--- src/rtl/mmio_io_pkg.sv ---
// Shared constants and lane helpers for the MMIO responder.
package mmio_io_pkg;

  // Register select values for addr[3:2].
  localparam logic [1:0] OFF_DISP   = 2'd0;
  localparam logic [1:0] OFF_COUNT  = 2'd1;
  localparam logic [1:0] OFF_SW     = 2'd2;
  localparam logic [1:0] OFF_STATUS = 2'd3;

  // STATUS bit carrying the sticky switch-change flag.
  localparam int unsigned ST_SWCHG = 0;

  // Store decoded into byte enables and word-positioned data.
  typedef struct packed {
    logic        valid;
    logic [3:0]  be;
    logic [31:0] data;
  } st_lane_t;

  // Position right-aligned store data into its lanes; misaligned stores come back invalid.
  function automatic st_lane_t store_lane(input logic st_w, input logic st_h, input logic st_b,
                                          input logic [1:0] off, input logic [31:0] wdata);
    st_lane_t r;
    r = '0;
    if (st_w) begin
      if (off == 2'd0) begin
        r.valid = 1'b1;
        r.be    = 4'hf;
        r.data  = wdata;
      end
    end else if (st_h) begin
      if (!off[0]) begin
        r.valid = 1'b1;
        r.be    = off[1] ? 4'hc : 4'h3;
        r.data  = off[1] ? {wdata[15:0], 16'h0000} : {16'h0000, wdata[15:0]};
      end
    end else if (st_b) begin
      r.valid = 1'b1;
      r.be    = 4'b0001 << off;
      r.data  = {24'h000000, wdata[7:0]} << {off, 3'b000};
    end
    return r;
  endfunction

  // Replace the enabled bytes of the old word with the store data.
  function automatic logic [31:0] lane_merge(input logic [31:0] old, input st_lane_t l);
    logic [31:0] r;
    for (int i = 0; i < 4; i++) begin
      r[8*i +: 8] = l.be[i] ? l.data[8*i +: 8] : old[8*i +: 8];
    end
    return r;
  endfunction

  // Pick the addressed lane and extend it; misaligned word/half loads read 0.
  function automatic logic [31:0] load_extract(input logic [31:0] v, input logic ld_w,
                                               input logic ld_h, input logic ld_hu,
                                               input logic ld_b, input logic ld_bu,
                                               input logic [1:0] off);
    logic [31:0] r;
    logic [31:0] shifted;
    logic [15:0] h;
    logic [7:0]  b;
    r       = '0;
    shifted = v >> {off, 3'b000};
    b       = shifted[7:0];
    h       = off[1] ? v[31:16] : v[15:0];
    if (ld_w && off == 2'd0) begin
      r = v;
    end
    if (ld_h && !off[0]) begin
      r = {{16{h[15]}}, h};
    end
    if (ld_hu && !off[0]) begin
      r = {16'h0000, h};
    end
    if (ld_b) begin
      r = {{24{b[7]}}, b};
    end
    if (ld_bu) begin
      r = {24'h000000, b};
    end
    return r;
  endfunction

endpackage

--- src/rtl/mmio_io_resp_if.sv ---
// CPU data-memory bus as seen by the MMIO responder.
interface mmio_io_resp_if;
  logic        cs;
  logic        rena;
  logic        wena;
  logic [31:0] addr;
  logic [31:0] wdata;
  logic        Lw;
  logic        Lh;
  logic        Lhu;
  logic        Lb;
  logic        Lbu;
  logic        Sw;
  logic        Sh;
  logic        Sb;
  logic [31:0] rdata;
  logic        hit;

  modport master (
    output cs, rena, wena, addr, wdata, Lw, Lh, Lhu, Lb, Lbu, Sw, Sh, Sb,
    input  rdata, hit
  );

  modport slave (
    input  cs, rena, wena, addr, wdata, Lw, Lh, Lhu, Lb, Lbu, Sw, Sh, Sb,
    output rdata, hit
  );
endinterface

--- src/rtl/sw_debounce.sv ---
// Switch synchronizer and tick-sampled debouncer; flags every change of the debounced value.
module sw_debounce #(
  parameter int unsigned N_SW       = 16,
  parameter int unsigned DEB_CYCLES = 100000
) (
  input  logic            clk,
  input  logic            rst,
  input  logic [N_SW-1:0] sw_in,
  output logic [N_SW-1:0] sw_q,
  output logic            changed
);

  localparam int unsigned TW = $clog2(DEB_CYCLES);

  logic [N_SW-1:0] sync1_q, sync2_q;
  logic [N_SW-1:0] samp_q, samp_d;
  logic [N_SW-1:0] deb_q, deb_d;
  logic [TW-1:0]   tick_cnt_q, tick_cnt_d;
  logic            tick;

  // Tick period counter and next debounced value: a bit moves only when two ticks agree.
  always_comb begin
    tick       = (tick_cnt_q == TW'(DEB_CYCLES - 1));
    tick_cnt_d = tick ? '0 : tick_cnt_q + TW'(1);
    samp_d     = samp_q;
    deb_d      = deb_q;
    if (tick) begin
      samp_d = sync2_q;
      deb_d  = (~(sync2_q ^ samp_q) & sync2_q) | ((sync2_q ^ samp_q) & deb_q);
    end
    changed = (deb_d != deb_q);
  end

  // Synchronizer, sample history and debounced state.
  always_ff @(posedge clk or negedge rst) begin
    if (!rst) begin
      sync1_q    <= '0;
      sync2_q    <= '0;
      samp_q     <= '0;
      deb_q      <= '0;
      tick_cnt_q <= '0;
    end else begin
      sync1_q    <= sw_in;
      sync2_q    <= sync1_q;
      samp_q     <= samp_d;
      deb_q      <= deb_d;
      tick_cnt_q <= tick_cnt_d;
    end
  end

  assign sw_q = deb_q;

endmodule

--- src/rtl/mmio_io_resp.sv ---
// MMIO responder: 16-byte window with DISP, COUNT, SW and STATUS registers.
module mmio_io_resp
  import mmio_io_pkg::*;
#(
  parameter logic [31:0] BASE       = 32'h1001_0000,
  parameter int unsigned N_SW       = 16,
  parameter int unsigned DEB_CYCLES = 100000
) (
  input  logic            clk,
  input  logic            rst,
  mmio_io_resp_if.slave   bus,
  input  logic [N_SW-1:0] sw_in,
  output logic [31:0]     disp_data,
  output logic            irq
);

  logic [31:0]     disp_q, disp_d;
  logic [31:0]     count_q, count_d;
  logic            status_q, status_d;
  logic [N_SW-1:0] sw_val;
  logic            sw_changed;
  logic            hit;
  logic [1:0]      sel;
  logic [1:0]      off;
  logic            we;
  logic            w1c;
  st_lane_t        st;
  logic [31:0]     sw_word;
  logic [31:0]     status_word;
  logic [31:0]     reg_rd;

  sw_debounce #(
    .N_SW       (N_SW),
    .DEB_CYCLES (DEB_CYCLES)
  ) u_sw_debounce (
    .clk     (clk),
    .rst     (rst),
    .sw_in   (sw_in),
    .sw_q    (sw_val),
    .changed (sw_changed)
  );

  // Decode, read mux and zero-latency load path.
  always_comb begin
    hit = bus.cs & (bus.addr[31:4] == BASE[31:4]);
    sel = bus.addr[3:2];
    off = bus.addr[1:0];
    st  = store_lane(bus.Sw, bus.Sh, bus.Sb, off, bus.wdata);
    we  = hit & bus.wena & st.valid;

    sw_word                = '0;
    sw_word[N_SW-1:0]      = sw_val;
    status_word            = '0;
    status_word[ST_SWCHG]  = status_q;

    unique case (sel)
      OFF_DISP:   reg_rd = disp_q;
      OFF_COUNT:  reg_rd = count_q;
      OFF_SW:     reg_rd = sw_word;
      OFF_STATUS: reg_rd = status_word;
      default:    reg_rd = '0;
    endcase

    bus.hit   = hit;
    bus.rdata = '0;
    if (hit && bus.rena) begin
      bus.rdata = load_extract(reg_rd, bus.Lw, bus.Lh, bus.Lhu, bus.Lb, bus.Lbu, off);
    end
  end

  // Register next state; a store to COUNT replaces that cycle's increment.
  always_comb begin
    disp_d  = disp_q;
    count_d = count_q + 32'd1;
    w1c     = 1'b0;
    if (we && sel == OFF_DISP) begin
      disp_d = lane_merge(disp_q, st);
    end
    if (we && sel == OFF_COUNT) begin
      count_d = lane_merge(count_q, st);
    end
    // Only a written byte 0 with its LSB set clears the flag.
    if (we && sel == OFF_STATUS) begin
      w1c = st.be[0] & st.data[0];
    end
    // A new switch change beats a simultaneous clear.
    status_d = sw_changed ? 1'b1 : (w1c ? 1'b0 : status_q);
  end

  // Register state.
  always_ff @(posedge clk or negedge rst) begin
    if (!rst) begin
      disp_q   <= '0;
      count_q  <= '0;
      status_q <= 1'b0;
    end else begin
      disp_q   <= disp_d;
      count_q  <= count_d;
      status_q <= status_d;
    end
  end

  assign disp_data = disp_q;
  assign irq       = status_q;

endmodule
--- src/flat_wrapper.sv ---
// flat-port wrapper written by rule: the top's interface ports become plain ports
module mmio_io_resp_flat import mmio_io_pkg::*;
#(
  parameter logic [31:0] BASE       = 32'h1001_0000,
  parameter int unsigned N_SW       = 16,
  parameter int unsigned DEB_CYCLES = 100000
)
  (clk, rst, sw_in, disp_data, irq, bus_cs, bus_rena, bus_wena, bus_addr, bus_wdata, bus_Lw, bus_Lh, bus_Lhu, bus_Lb, bus_Lbu, bus_Sw, bus_Sh, bus_Sb, bus_rdata, bus_hit);
  mmio_io_resp_if bus_i ();
  input  logic clk;
  input  logic rst;
  input  logic [N_SW-1:0] sw_in;
  output logic [31:0] disp_data;
  output logic irq;
  input wire logic [$bits(bus_i.cs)-1:0] bus_cs;
  input wire logic [$bits(bus_i.rena)-1:0] bus_rena;
  input wire logic [$bits(bus_i.wena)-1:0] bus_wena;
  input wire logic [$bits(bus_i.addr)-1:0] bus_addr;
  input wire logic [$bits(bus_i.wdata)-1:0] bus_wdata;
  input wire logic [$bits(bus_i.Lw)-1:0] bus_Lw;
  input wire logic [$bits(bus_i.Lh)-1:0] bus_Lh;
  input wire logic [$bits(bus_i.Lhu)-1:0] bus_Lhu;
  input wire logic [$bits(bus_i.Lb)-1:0] bus_Lb;
  input wire logic [$bits(bus_i.Lbu)-1:0] bus_Lbu;
  input wire logic [$bits(bus_i.Sw)-1:0] bus_Sw;
  input wire logic [$bits(bus_i.Sh)-1:0] bus_Sh;
  input wire logic [$bits(bus_i.Sb)-1:0] bus_Sb;
  output wire logic [$bits(bus_i.rdata)-1:0] bus_rdata;
  output wire logic [$bits(bus_i.hit)-1:0] bus_hit;
  assign bus_i.cs = bus_cs;
  assign bus_i.rena = bus_rena;
  assign bus_i.wena = bus_wena;
  assign bus_i.addr = bus_addr;
  assign bus_i.wdata = bus_wdata;
  assign bus_i.Lw = bus_Lw;
  assign bus_i.Lh = bus_Lh;
  assign bus_i.Lhu = bus_Lhu;
  assign bus_i.Lb = bus_Lb;
  assign bus_i.Lbu = bus_Lbu;
  assign bus_i.Sw = bus_Sw;
  assign bus_i.Sh = bus_Sh;
  assign bus_i.Sb = bus_Sb;
  assign bus_rdata = bus_i.rdata;
  assign bus_hit = bus_i.hit;
  mmio_io_resp #(.BASE(BASE), .N_SW(N_SW), .DEB_CYCLES(DEB_CYCLES)) u_core (.clk(clk), .rst(rst), .bus(bus_i), .sw_in(sw_in), .disp_data(disp_data), .irq(irq));
endmodule
--- config.mk ---
export PLATFORM = sky130hd
export DESIGN_NAME = mmio_io_resp_flat
export DESIGN_NICKNAME = d
export VERILOG_FILES = /design/src/rtl/mmio_io_pkg.sv /design/src/rtl/mmio_io_resp_if.sv /design/src/rtl/sw_debounce.sv /design/src/rtl/mmio_io_resp.sv /design/src/flat_wrapper.sv
export SDC_FILE = /design/constraint.sdc
export NUM_CORES = 1
export LEC_CHECK = 0
export CORE_MARGIN = 5
export CORE_UTILIZATION = 30
export CTS_CLUSTER_SIZE = 10
export DETAILED_ROUTE_END_ITERATION = 6
export GPL_ROUTABILITY_DRIVEN = 0
export PLACE_DENSITY_LB_ADDON = 0.05
export SKIP_CTS_REPAIR_TIMING = 1
export SYNTH_ARGS = -nofsm -noshare
export SYNTH_HDL_FRONTEND = slang
export SYNTH_SLANG_ARGS = --single-unit
--- constraint.sdc ---
create_clock -name clk -period 2.8 [get_ports clk]
set_input_delay 0.7 -clock clk [delete_from_list [all_inputs] [get_ports clk]]
set_output_delay 0.7 -clock clk [all_outputs]
set_load 0.02 [all_outputs]
==> impl_metrics.json <==
{
  "start_util": 0.302,
  "pwr-share-clk": 0.455,
  "drive_gt1_frac": 0.355,
  "die_x_um": 176,
  "ys.flop_type": "dfrtp_1",
  "synth_edf_count": 0,
  "grt_max_degree": 55,
  "skew_ps": 20.3,
  "max_slew_margin": 0.612,
  "max_cap_viol_count": 0,
  "antenna_found_initial": 0,
  "ir_drop_mv": 0.383,
  "h-tree-depth": 4,
  "period_share": 1.18,
  "r2r_end": "u_core.count_q[30]",
  "pwr-share-comb": 0.137,
  "p_int_mw": 3.72,
  "post-route-util": 0.495,
  "avgSynthCellArea_um2": 9.01,
  "rows": 61,
  "syn_area_um2": 8310,
  "seqPwrFrac": 0.408,
  "critPathLaunchType": "primary input",
  "reg2reg_depth": 8,
  "avgRoutedWirePerCell_um": 19.0,
  "io_buffer_count": 158,
  "setup_slack_ps": -508,
  "sw_frac_of_total": 0.292,
  "hpwl_um": 24500,
  "grt_pass1_vias": 8252,
  "r2r_slack_ps": 390,
  "pin_count": 159,
  "ys_types": 72,
  "ys_warn_count": 0,
  "netlist_instances": 922,
  "drt-pass1-iter-count": 5,
  "core_um2": 27600,
  "grt_pass1_wl_um": 48000,
  "rsz0062_at_grt": "true",
  "yosys.area.top_type": "dfrtp_1",
  "area_delta_synth_final_pct": 64.2,
  "critPathTopFamily": "simple AND/OR/NAND/NOR gates",
  "cts_root_buf": "clkbuf_16",
  "drtIter0Drc": 707,
  "cts_tree": "built",
  "vias": 8549,
  "hold_ws_ps": 242,
  "p_switching_mw": 1.53,
  "slowest_stage": "or4_4",
  "worstSetupPathType": "in2out",
  "hp-class": "in2async",
  "path_cells": "buf_12, buf_12, nor2b_4, o2bb2ai_4, o21ai_2, and3_1, or4_4, buf_6, buf_6, nor2_4, buf_6",
  "violations": "setup timing",
  "final_max_slew_viol_count": 0,
  "async_flop_share": 1.00,
  "antenna_left": 0,
  "crit_arrival_ps": 2610,
  "synthTopCellsByArea": "dfrtp_1, nor2_1, o21ai_0",
  "worstReg2RegStart": "u_core.count_q[0]",
  "clock_path_buffers": 2,
  "antenna_cells": 0,
  "ys_ff_latch": 146,
  "endpoint_kind": "output port",
  "drc": 0,
  "grt_remaining_overflow": 0,
  "worst_pin_slew_ps": 580,
  "die_h_um": 176,
  "syn-num-nets": 1017,
  "status": "finished with violations",
  "hold_viol": 0,
  "slowest_delay_ps": 590,
  "clkSinkCount": 146,
  "gr-usage-all-layers": 0.199,
  "critPathMaxFanout": 8,
  "cts.clk_slew.worst_paths_ps": 70,
  "power_mw": 5.25,
  "power_leakage_nw": 6.06,
  "fin_cells": 1689,
  "dieArea_um2": 31100,
  "placed_area_um2": 12100,
  "fmax_ghz": 0.302,
  "wirelength_um": 32100,
  "insertion_delay_ps": 440,
  "p_per_area_nw_per_um2": 385,
  "place_inst": 1613,
  "cp.buffers_inverters": 5,
  "setup-tns-final_ps": -10740,
  "finalCriticalPeriod_ps": 3310,
  "netlist.area_leader.share": 0.440,
  "setup_viol": 32,
  "viasPerCell": 5.06,
  "crit_top_cell": "buf_6",
  "worstPathRequired_ps": 2100,
  "seq_area_frac_synth": 0.440,
  "pre_cts_slack_ps": -1240,
  "cts_made_buffers": 17,
  "final_net_count": 1393,
  "postLayoutCellArea_um2": 13600
}
[layer usage]
layer,vias up,wire [um],track usage
li1,4133,-,-
met1,4142,14700,0.281
met2,242,15200,0.321
met3,32,1660,0.0358
met4,0,566,0.0445
met5,-,0,0
[final cells by class]
type                    count  area [um2]
repair buffers            409        3750
inverters                  24        90.1
clock inverters            15         209
clock buffers              17         425
well taps                 378         473
flip-flops and latches    146        3650
fillers                  2577       13900
multi-input cells         700        5040
[registers in the layout (all words and copies together), names as in the netlist]
signal and count:
u_core.count_q 32, u_core.disp_data 32, u_core.u_sw_debounce.tick_cnt_q 17, u_core.u_sw_debounce.samp_q 16, u_core.u_sw_debounce.sw_q 16, u_core.u_sw_debounce.sync1_q 16
u_core.u_sw_debounce.sync2_q 16, u_core.irq 1
[worst max-delay path by stage]
stage	from	to	slack, ps	cells past startpoint
after floorplan	bus_addr[8]	bus_rdata[10]	-210	7
after global placement	bus_addr[3]	bus_rdata[0]	-1220	10
after detailed placement	bus_addr[8]	bus_rdata[14]	-1240	8
after CTS	bus_addr[8]	bus_rdata[3]	-1240	10
after global routing	bus_addr[2]	bus_rdata[14]	-590	11
final	bus_addr[2]	bus_rdata[14]	-510	11
[synthesized netlist by cell type (4+ instances only)]
master	count
a221oi_1	7
and4_1	4
nor2b_1	6
a22o_1	30
a22oi_1	4
a21oi_1	76
o221a_2	5
and3_1	8
xnor2_1	12
a31oi_1	7
buf_2	12
mux2i_1	33
xor2_1	13
nor3_1	8
a32oi_1	8
o21a_1	17
mux4_2	4
nor2_1	130
o21ai_0	83
inv_1	24
o311ai_0	4
nand3_1	20
mux2_2	15
clkbuf_1	31
and2_1	4
dfrtp_1	146
buf_1	5
nand2_1	87
nand4_1	19
or3_1	5
o21ai_1	9
a211oi_1	16
nor4_1	7
[power groups by stage]
| stage | Combinational (mW) | Clock, mW | Sequential (mW) |
|---|---|---|---|
| 6_report | 0.719 | 2.39 | 2.14 |
| 5_1_grt | 0.769 | 2.55 | 2.15 |
| 4_1_cts | 0.618 | 2.46 | 2.14 |
| 3_5_place_dp | 0.615 | 0 | 2.18 |
| 3_3_place_gp | 0.617 | 0 | 2.18 |
| 2_1_floorplan | 0.213 | 0 | 2.18 |
[cell families after synthesis]
group                      count (synthesis)  synth area share
AOI/OAI and AO/OA                        290             0.225
xor gates and xnor gates                  25            0.0264
adders and majority gates                  2           0.00301
and+or+nand+nor                          327             0.190
DFF                                      146             0.440
buffers and inverters                     76            0.0384
muxes                                     56            0.0777
[cell usage in the layout, fill, tap and decap left out, types with 14 or more instances in the layout]
master,synthesis,final
a21oi_1,76,72
nand3_1,20,20
nand2_1,87,85
dfrtp_1,146,146
o21ai_0,83,67
nand4_1,19,19
dlymetal6s2s_1,0,21
mux2i_1,33,24
buf_6,1,46
a22o_1,30,30
nor2_4,1,16
clkbuf_16,0,19
inv_1,24,23
nor2_1,130,109
buf_12,0,14
buf_4,3,223
clkdlybuf4s50_1,0,88
(Power assumes the default switching activity.)
